[src/rtl/vga_pkg.sv]
// Shared constants for the VGA drawing path: FSM encodings, screen defaults,
// the 3-bit colour palette and the sprite mask helper.
package vga_pkg;

  localparam logic [1:0] ST_IDLE  = 2'd0;
  localparam logic [1:0] ST_ERASE = 2'd1;
  localparam logic [1:0] ST_DRAW  = 2'd2;
  localparam logic [1:0] ST_DONE  = 2'd3;

  localparam int unsigned SCREEN_W_DEF = 320;
  localparam int unsigned SCREEN_H_DEF = 240;

  localparam logic [2:0] BLACK   = 3'b000;
  localparam logic [2:0] BLUE    = 3'b001;
  localparam logic [2:0] GREEN   = 3'b010;
  localparam logic [2:0] CYAN    = 3'b011;
  localparam logic [2:0] RED     = 3'b100;
  localparam logic [2:0] MAGENTA = 3'b101;
  localparam logic [2:0] YELLOW  = 3'b110;
  localparam logic [2:0] WHITE   = 3'b111;

  // Right-triangle mask: cx <= cy*w/h, evaluated as cx*h <= cy*w to avoid division.
  function automatic logic in_mask(input logic [3:0] cx, input logic [3:0] cy,
                                   input int unsigned w, input int unsigned h);
    return (32'(cx) * h) <= (32'(cy) * w);
  endfunction

endpackage

[src/rtl/sprite_plotter_if.sv]
// Redraw request and pixel write port between the plotter and the VGA adapter.
interface sprite_plotter_if;
  logic       start;
  logic [8:0] new_x;
  logic [7:0] new_y;
  logic [2:0] fg_colour;
  logic [8:0] ox;
  logic [7:0] oy;
  logic [2:0] colour;
  logic       plot;
  logic       busy;
  logic       done;

  modport master (
    input  start, new_x, new_y, fg_colour,
    output ox, oy, colour, plot, busy, done
  );

  modport slave (
    output start, new_x, new_y, fg_colour,
    input  ox, oy, colour, plot, busy, done
  );
endinterface

[src/rtl/sprite_scan_counter.sv]
// Row-major cx/cy scan over the sprite bounding box with clear/enable and a last flag.
module sprite_scan_counter #(
  parameter int unsigned SPRITE_W = 8,
  parameter int unsigned SPRITE_H = 8
) (
  input  logic       clk,
  input  logic       reset,
  input  logic       clear,
  input  logic       en,
  output logic [3:0] cx,
  output logic [3:0] cy,
  output logic       last
);
  localparam logic [3:0] CX_MAX = 4'(SPRITE_W - 1);
  localparam logic [3:0] CY_MAX = 4'(SPRITE_H - 1);

  assign last = (cx == CX_MAX) && (cy == CY_MAX);

  always_ff @(posedge clk or posedge reset) begin
    if (reset) begin
      cx <= '0;
      cy <= '0;
    end else if (clear) begin
      cx <= '0;
      cy <= '0;
    end else if (en) begin
      if (cx == CX_MAX) begin
        cx <= '0;
        cy <= (cy == CY_MAX) ? '0 : cy + 4'd1;
      end else begin
        cx <= cx + 4'd1;
      end
    end
  end
endmodule

[src/rtl/sprite_plotter.sv]
// Erase-then-draw sprite plotter: one registered pixel write per clock to the VGA adapter.
module sprite_plotter
  import vga_pkg::*;
#(
  parameter int unsigned SPRITE_W  = 8,
  parameter int unsigned SPRITE_H  = 8,
  parameter int unsigned SCREEN_W  = SCREEN_W_DEF,
  parameter int unsigned SCREEN_H  = SCREEN_H_DEF,
  parameter logic [2:0]  BG_COLOUR = BLACK
) (
  input logic              clk,
  input logic              reset,
  sprite_plotter_if.master bus
);
  logic [1:0] state;
  logic [8:0] old_x, lat_x, ox_q, base_x;
  logic [7:0] old_y, lat_y, oy_q, base_y;
  logic [2:0] lat_fg, colour_q, pix_colour;
  logic       old_valid, plot_q, busy_q, done_q;
  logic [3:0] cx, cy;
  logic       last, scan_clear, scan_en;
  logic [9:0] px;
  logic [8:0] py;
  logic       pix_vis, need_erase, accept;

  sprite_scan_counter #(.SPRITE_W(SPRITE_W), .SPRITE_H(SPRITE_H)) u_scan (
    .clk  (clk),
    .reset(reset),
    .clear(scan_clear),
    .en   (scan_en),
    .cx   (cx),
    .cy   (cy),
    .last (last)
  );

  always_comb begin
    scan_en    = (state == ST_ERASE) || (state == ST_DRAW);
    scan_clear = (state == ST_IDLE) || ((state == ST_ERASE) && last);
    need_erase = old_valid && ((old_x != bus.new_x) || (old_y != bus.new_y));
    // busy_q still high marks the done cycle, so a start there is dropped.
    accept     = (state == ST_IDLE) && bus.start && !busy_q;
    base_x     = (state == ST_ERASE) ? old_x : lat_x;
    base_y     = (state == ST_ERASE) ? old_y : lat_y;
    pix_colour = (state == ST_ERASE) ? BG_COLOUR : lat_fg;
    px         = 10'(base_x) + 10'(cx);
    py         = 9'(base_y) + 9'(cy);
    pix_vis    = in_mask(cx, cy, SPRITE_W, SPRITE_H) &&
                 (px < 10'(SCREEN_W)) && (py < 9'(SCREEN_H));
  end

  always_ff @(posedge clk or posedge reset) begin
    if (reset) begin
      state     <= ST_IDLE;
      ox_q      <= '0;
      oy_q      <= '0;
      colour_q  <= '0;
      plot_q    <= 1'b0;
      busy_q    <= 1'b0;
      done_q    <= 1'b0;
      old_valid <= 1'b0;
      old_x     <= '0;
      old_y     <= '0;
      lat_x     <= '0;
      lat_y     <= '0;
      lat_fg    <= '0;
    end else begin
      busy_q <= (state != ST_IDLE);
      done_q <= 1'b0;
      plot_q <= 1'b0;
      case (state)
        ST_IDLE: begin
          if (accept) begin
            lat_x  <= bus.new_x;
            lat_y  <= bus.new_y;
            lat_fg <= bus.fg_colour;
            state  <= need_erase ? ST_ERASE : ST_DRAW;
          end
        end
        ST_ERASE, ST_DRAW: begin
          ox_q     <= px[8:0];
          oy_q     <= py[7:0];
          colour_q <= pix_colour;
          plot_q   <= pix_vis;
          if (last) begin
            if (state == ST_ERASE) begin
              state <= ST_DRAW;
            end else begin
              old_x     <= lat_x;
              old_y     <= lat_y;
              old_valid <= 1'b1;
              state     <= ST_DONE;
            end
          end
        end
        ST_DONE: begin
          done_q <= 1'b1;
          state  <= ST_IDLE;
        end
        default: state <= ST_IDLE;
      endcase
    end
  end

  assign bus.ox     = ox_q;
  assign bus.oy     = oy_q;
  assign bus.colour = colour_q;
  assign bus.plot   = plot_q;
  assign bus.busy   = busy_q;
  assign bus.done   = done_q;
endmodule

[src/flat_wrapper.sv]
// flat-port wrapper written by rule: the top's interface ports become plain ports
module sprite_plotter_flat import vga_pkg::*;
#(
  parameter int unsigned SPRITE_W  = 8,
  parameter int unsigned SPRITE_H  = 8,
  parameter int unsigned SCREEN_W  = SCREEN_W_DEF,
  parameter int unsigned SCREEN_H  = SCREEN_H_DEF,
  parameter logic [2:0]  BG_COLOUR = BLACK
)
  (clk, reset, bus_start, bus_new_x, bus_new_y, bus_fg_colour, bus_ox, bus_oy, bus_colour, bus_plot, bus_busy, bus_done);
  sprite_plotter_if bus_i ();
  input logic clk;
  input logic reset;
  input wire logic [$bits(bus_i.start)-1:0] bus_start;
  input wire logic [$bits(bus_i.new_x)-1:0] bus_new_x;
  input wire logic [$bits(bus_i.new_y)-1:0] bus_new_y;
  input wire logic [$bits(bus_i.fg_colour)-1:0] bus_fg_colour;
  output wire logic [$bits(bus_i.ox)-1:0] bus_ox;
  output wire logic [$bits(bus_i.oy)-1:0] bus_oy;
  output wire logic [$bits(bus_i.colour)-1:0] bus_colour;
  output wire logic [$bits(bus_i.plot)-1:0] bus_plot;
  output wire logic [$bits(bus_i.busy)-1:0] bus_busy;
  output wire logic [$bits(bus_i.done)-1:0] bus_done;
  assign bus_i.start = bus_start;
  assign bus_i.new_x = bus_new_x;
  assign bus_i.new_y = bus_new_y;
  assign bus_i.fg_colour = bus_fg_colour;
  assign bus_ox = bus_i.ox;
  assign bus_oy = bus_i.oy;
  assign bus_colour = bus_i.colour;
  assign bus_plot = bus_i.plot;
  assign bus_busy = bus_i.busy;
  assign bus_done = bus_i.done;
  sprite_plotter #(.SPRITE_W(SPRITE_W), .SPRITE_H(SPRITE_H), .SCREEN_W(SCREEN_W), .SCREEN_H(SCREEN_H), .BG_COLOUR(BG_COLOUR)) u_core (.clk(clk), .reset(reset), .bus(bus_i));
endmodule
[config.mk]
export PLATFORM = sky130hd
export DESIGN_NAME = sprite_plotter_flat
export DESIGN_NICKNAME = d
export VERILOG_FILES = /design/src/rtl/vga_pkg.sv /design/src/rtl/sprite_plotter_if.sv /design/src/rtl/sprite_scan_counter.sv /design/src/rtl/sprite_plotter.sv /design/src/flat_wrapper.sv
export SDC_FILE = /design/constraint.sdc
export NUM_CORES = 1
export LEC_CHECK = 0
export CAP_MARGIN = 30
export CORE_MARGIN = 10
export CORE_UTILIZATION = 25
export CTS_CLUSTER_SIZE = 16
export DETAILED_ROUTE_END_ITERATION = 8
export PLACE_DENSITY = 0.48
export SLEW_MARGIN = 20
export SYNTH_ARGS = -nofsm -noshare
export SYNTH_HDL_FRONTEND = slang
export SYNTH_SLANG_ARGS = --single-unit
[constraint.sdc]
create_clock -name clk -period 3.5 [get_ports clk]
set_clock_uncertainty 0.15 [all_clocks]
set_input_delay 0.7 -clock clk [delete_from_list [all_inputs] [get_ports clk]]
set_output_delay 0.7 -clock clk [all_outputs]
set_load 0.02 [all_outputs]
==> impl_metrics.yaml, run 1 <==
sta:
  setup_viol: 0
  tns_ps: 0
  slew_headroom_pct: 59.43
  drv_slew: 0
  hold_viol_final: 0
  min_period_over_period_pct: 88.61
  rsz0062_at_grt: "no"
  tightest_slew_ps: 608.5
  fin_crit_ps: 3101
  fmax_mhz: 322.4
worst_setup_path:
  cp_data_required_time_ps: 3590
  path_class: "reg -> reg"
  cp-end-kind: "flip-flop"
  max_stage_delay_ps: 420
  cp-start-kind: "flip-flop"
  crit_chain: "inv_1 -> ha_1 -> buf_4 -> mux2i_2 -> inv_1 -> ha_1 -> a211oi_1 -> o21bai_1 -> a221oi_1 -> o221ai_1 -> a221oi_1"
  arrival_ps: 3190
  critPathSlowestCell: "dfrtp_1"
  cp_max_fo: 13
job:
  max_cap_viol_count: 0
floorplan:
  rows: 45
  io_pins: 46
  core_area_um2: 15090
  die_w_um: 143.8
  start_util_pct: 25.37
  die-area_um2: 20660
  dieHeight_um: 143.8
synthesis:
  syn_area_per_cell_um2: 11.29
  syn_nets: 384
  synthMuxAreaShare_pct: 17.03
  synth_area_leader_cell: "dfrtp_1"
  synth-simple-area-share_pct: 8.529
  netlist_instances: 339
  ys_seq_area_share_pct: 46.41
  netlist_top_cells_area: "dfrtp_1 46%, mux2_2 13%, ha_1 6.5%"
  synth-compound-area-share_pct: 10.62
  synth_edf_count: 0
  synth_xor_area_share_pct: 6.863
  synth.ff_latch_count: 71
  synthDistinctLibCells: 47
  synth_warnings: 0
  syn_area_um2: 3829
  yosysMostFrequentCell: "dfrtp_1"
  synthArstFlopShare_pct: 100.0
  synth_top_family_by_area: "multiplexers"
  ys.flop_type: "dfrtp_1"
  yosysTopAreaCellShare_pct: 46.41
  synth_commonest_cells: "71 x dfrtp_1, 45 x mux2_2, 25 x nand2_1"
  yosys.area_share.adder_pct: 7.582
layout:
  fin_cells: 586
  fin_nets: 439
  areaGrowthSynthToFinish_pct: 26.60
  drive_gt1_share_pct: 18.34
  antennaDiodeCount: 0
  utilization_pct: 32.12
pwr:
  vdd_drop_max_mv: 0.2008
  power.total_w: 0.001756
  p_per_area_nw_per_um2: 362.4
  p_leak_nw: 2.283
clock_network:
  numClockSinks: 71
  cts_tree: "yes"
  cts-root-buf: "clkbuf_16"
  clk_pin_slew_worst_paths_ps: 60
  clock_path_buffers: 2
  htreeDepth: 3
  clk_latency_ps: 340
  numCtsBuffers: 9
  hold_buffers: 0
routing:
  drc_errors: 0
  via_count: 2720
  ant_nets: 0
  wl_per_cell_um: 16.60
  vias_per_cell: 4.642
  drt_iter0_markers: 211
  first_pass_iters: 4
  routed_wl_um: 9726
worst_hold_path:
  min_path_type: "reg -> reg"
global_routing:
  antenna_found_initial: 0
  grt_first_pass_wirelength_um: 15950
  grt_pass1_vias: 2957
  grt_overflow: 0
  globalRouteTotalUtil_pct: 10.08
  grt_max_degree: 58
place:
  portBuffers: 45
  gp_congestion: 0.8330
  place_hpwl_um: 7431
  placed_cells: 571
outcome:
  status: "complete, no violations"
-- registers in the layout (all words and copies together), names as in the netlist, 3 cells and up --
signal             count
u_core.lat_x           9
u_core.bus.colour      3
u_core.lat_y           8
u_core.bus.ox          9
u_core.old_y           8
u_core.u_scan.cy       4
u_core.u_scan.cx       4
u_core.old_x           9
u_core.lat_fg          3
u_core.bus.oy          8
-- cells in the final DEF, fill, tap and decap left out, types with 4 or more instances in the layout --
cell type         n
dfrtp_1          71
mux2_2           45
clkdlybuf4s50_1  45
nand2_1          25
ha_1             20
xor2_1           19
inv_1            18
o21ai_0          12
nor2_1           12
xnor2_1          11
a21oi_1          10
mux2i_1           9
clkbuf_16         9
nand3_1           8
buf_4             8
o21ai_1           6
nand3b_1          5
a21o_1            5
nor3_1            4
o2bb2ai_1         4
mux2_1            4
-- worst max-delay path: cells and delay by family (launching register included) --
family | cells | cell delay [ps]
AO/OA/AOI/OAI | 5 | 1200
adder cells (fa/ha/maj) | 2 | 470
multiplexers | 1 | 330
buffers and inverters | 3 | 430
flip-flops | 1 | 420
-- cell type report --
class / instances / area (um2)
Fill cell: 1548 / 10240
Multi-Input combinational cell: 239 / 1948
Sequential cell: 71 / 1777
Timing Repair Buffer: 54 / 530.5
Clock buffer: 13 / 270.3
Tap cell: 188 / 235.2
Inverter: 19 / 71.32
Clock inverter: 2 / 15.01
-- logic make-up (layout without fill, tap and decap cells) --
family / after synthesis / in the layout
muxes: 59 / 59
buffers and inverters: 29 / 88
and+or+nand+nor: 68 / 68
xor gates and xnor gates: 30 / 30
adders and majority gates: 22 / 22
AOI/OAI and AO/OA: 60 / 60
DFF: 71 / 71
-- metrics by stage --
stage                     area (um2)  hold slack [ps]  setup slack [ps]
after CTS                       4837            312.3             212.5
after global placement          4552            300.1             334.5
final                           4847            307.9             398.6
after global routing            4847            326.8             30.98
after floorplan                 3829            277.9             153.6
after detailed placement        4552            300.2             237.7
-- path summary, 6_finish.rpt --
check                                             start                            to  slack (ps)  cells after the start
setup / recovery            u_core.state[1]$_DFFE_PP0P_     u_core.bus.plot$_DFF_PP0_         400                     11
hold / removal             u_core.old_valid$_DFFE_PP0P_  u_core.old_valid$_DFFE_PP0P_         310                      1
setup reg to reg            u_core.state[1]$_DFFE_PP0P_     u_core.bus.plot$_DFF_PP0_         400                     11
hold reg to reg            u_core.old_valid$_DFFE_PP0P_  u_core.old_valid$_DFFE_PP0P_         310                      1
max in group asynchronous                         reset  u_core.bus.oy[5]$_DFFE_PP0P_        2080                      3
min in group asynchronous                         reset  u_core.bus.ox[3]$_DFFE_PP0P_         500                      2
-- power by group --
part	internal [W]	switching, W
registers	0.000821	0
clock network	0.000534	0.000341
logic	0.0000288	0.0000319
-- per-layer routing --
layer	vias to the layer above	wire [um]	GRT usage, %
met1	1341	4525	12.51
met5	-	0	0
met2	52	4568	16.00
li1	1315	-	-
met3	12	481	3.432
met4	0	151	3.332
-- repair_timing --
| item | in CTS | in global routing |
|---|---|---|
| endpoints found under the setup margin | 0 | 2 |
| setup buffers | 0 | 0 |
| gates resized for setup | 0 | 3 |
| hold endpoints to repair | 0 | 0 |
No activity file was read; power rests on OpenSTA's default activity.
==> run 2: changes to the inputs <==
--- a/config.mk
+++ b/config.mk
@@ -10,6 +10,7 @@
 export CORE_UTILIZATION = 25
 export CTS_CLUSTER_SIZE = 16
 export DETAILED_ROUTE_END_ITERATION = 8
+export HOLD_SLACK_MARGIN = 0.12
 export PLACE_DENSITY = 0.48
 export SLEW_MARGIN = 20
 export SYNTH_ARGS = -nofsm -noshare
==> results of run 2 <==
No change in the layout: final DEF, timing and power equal those of run 1.
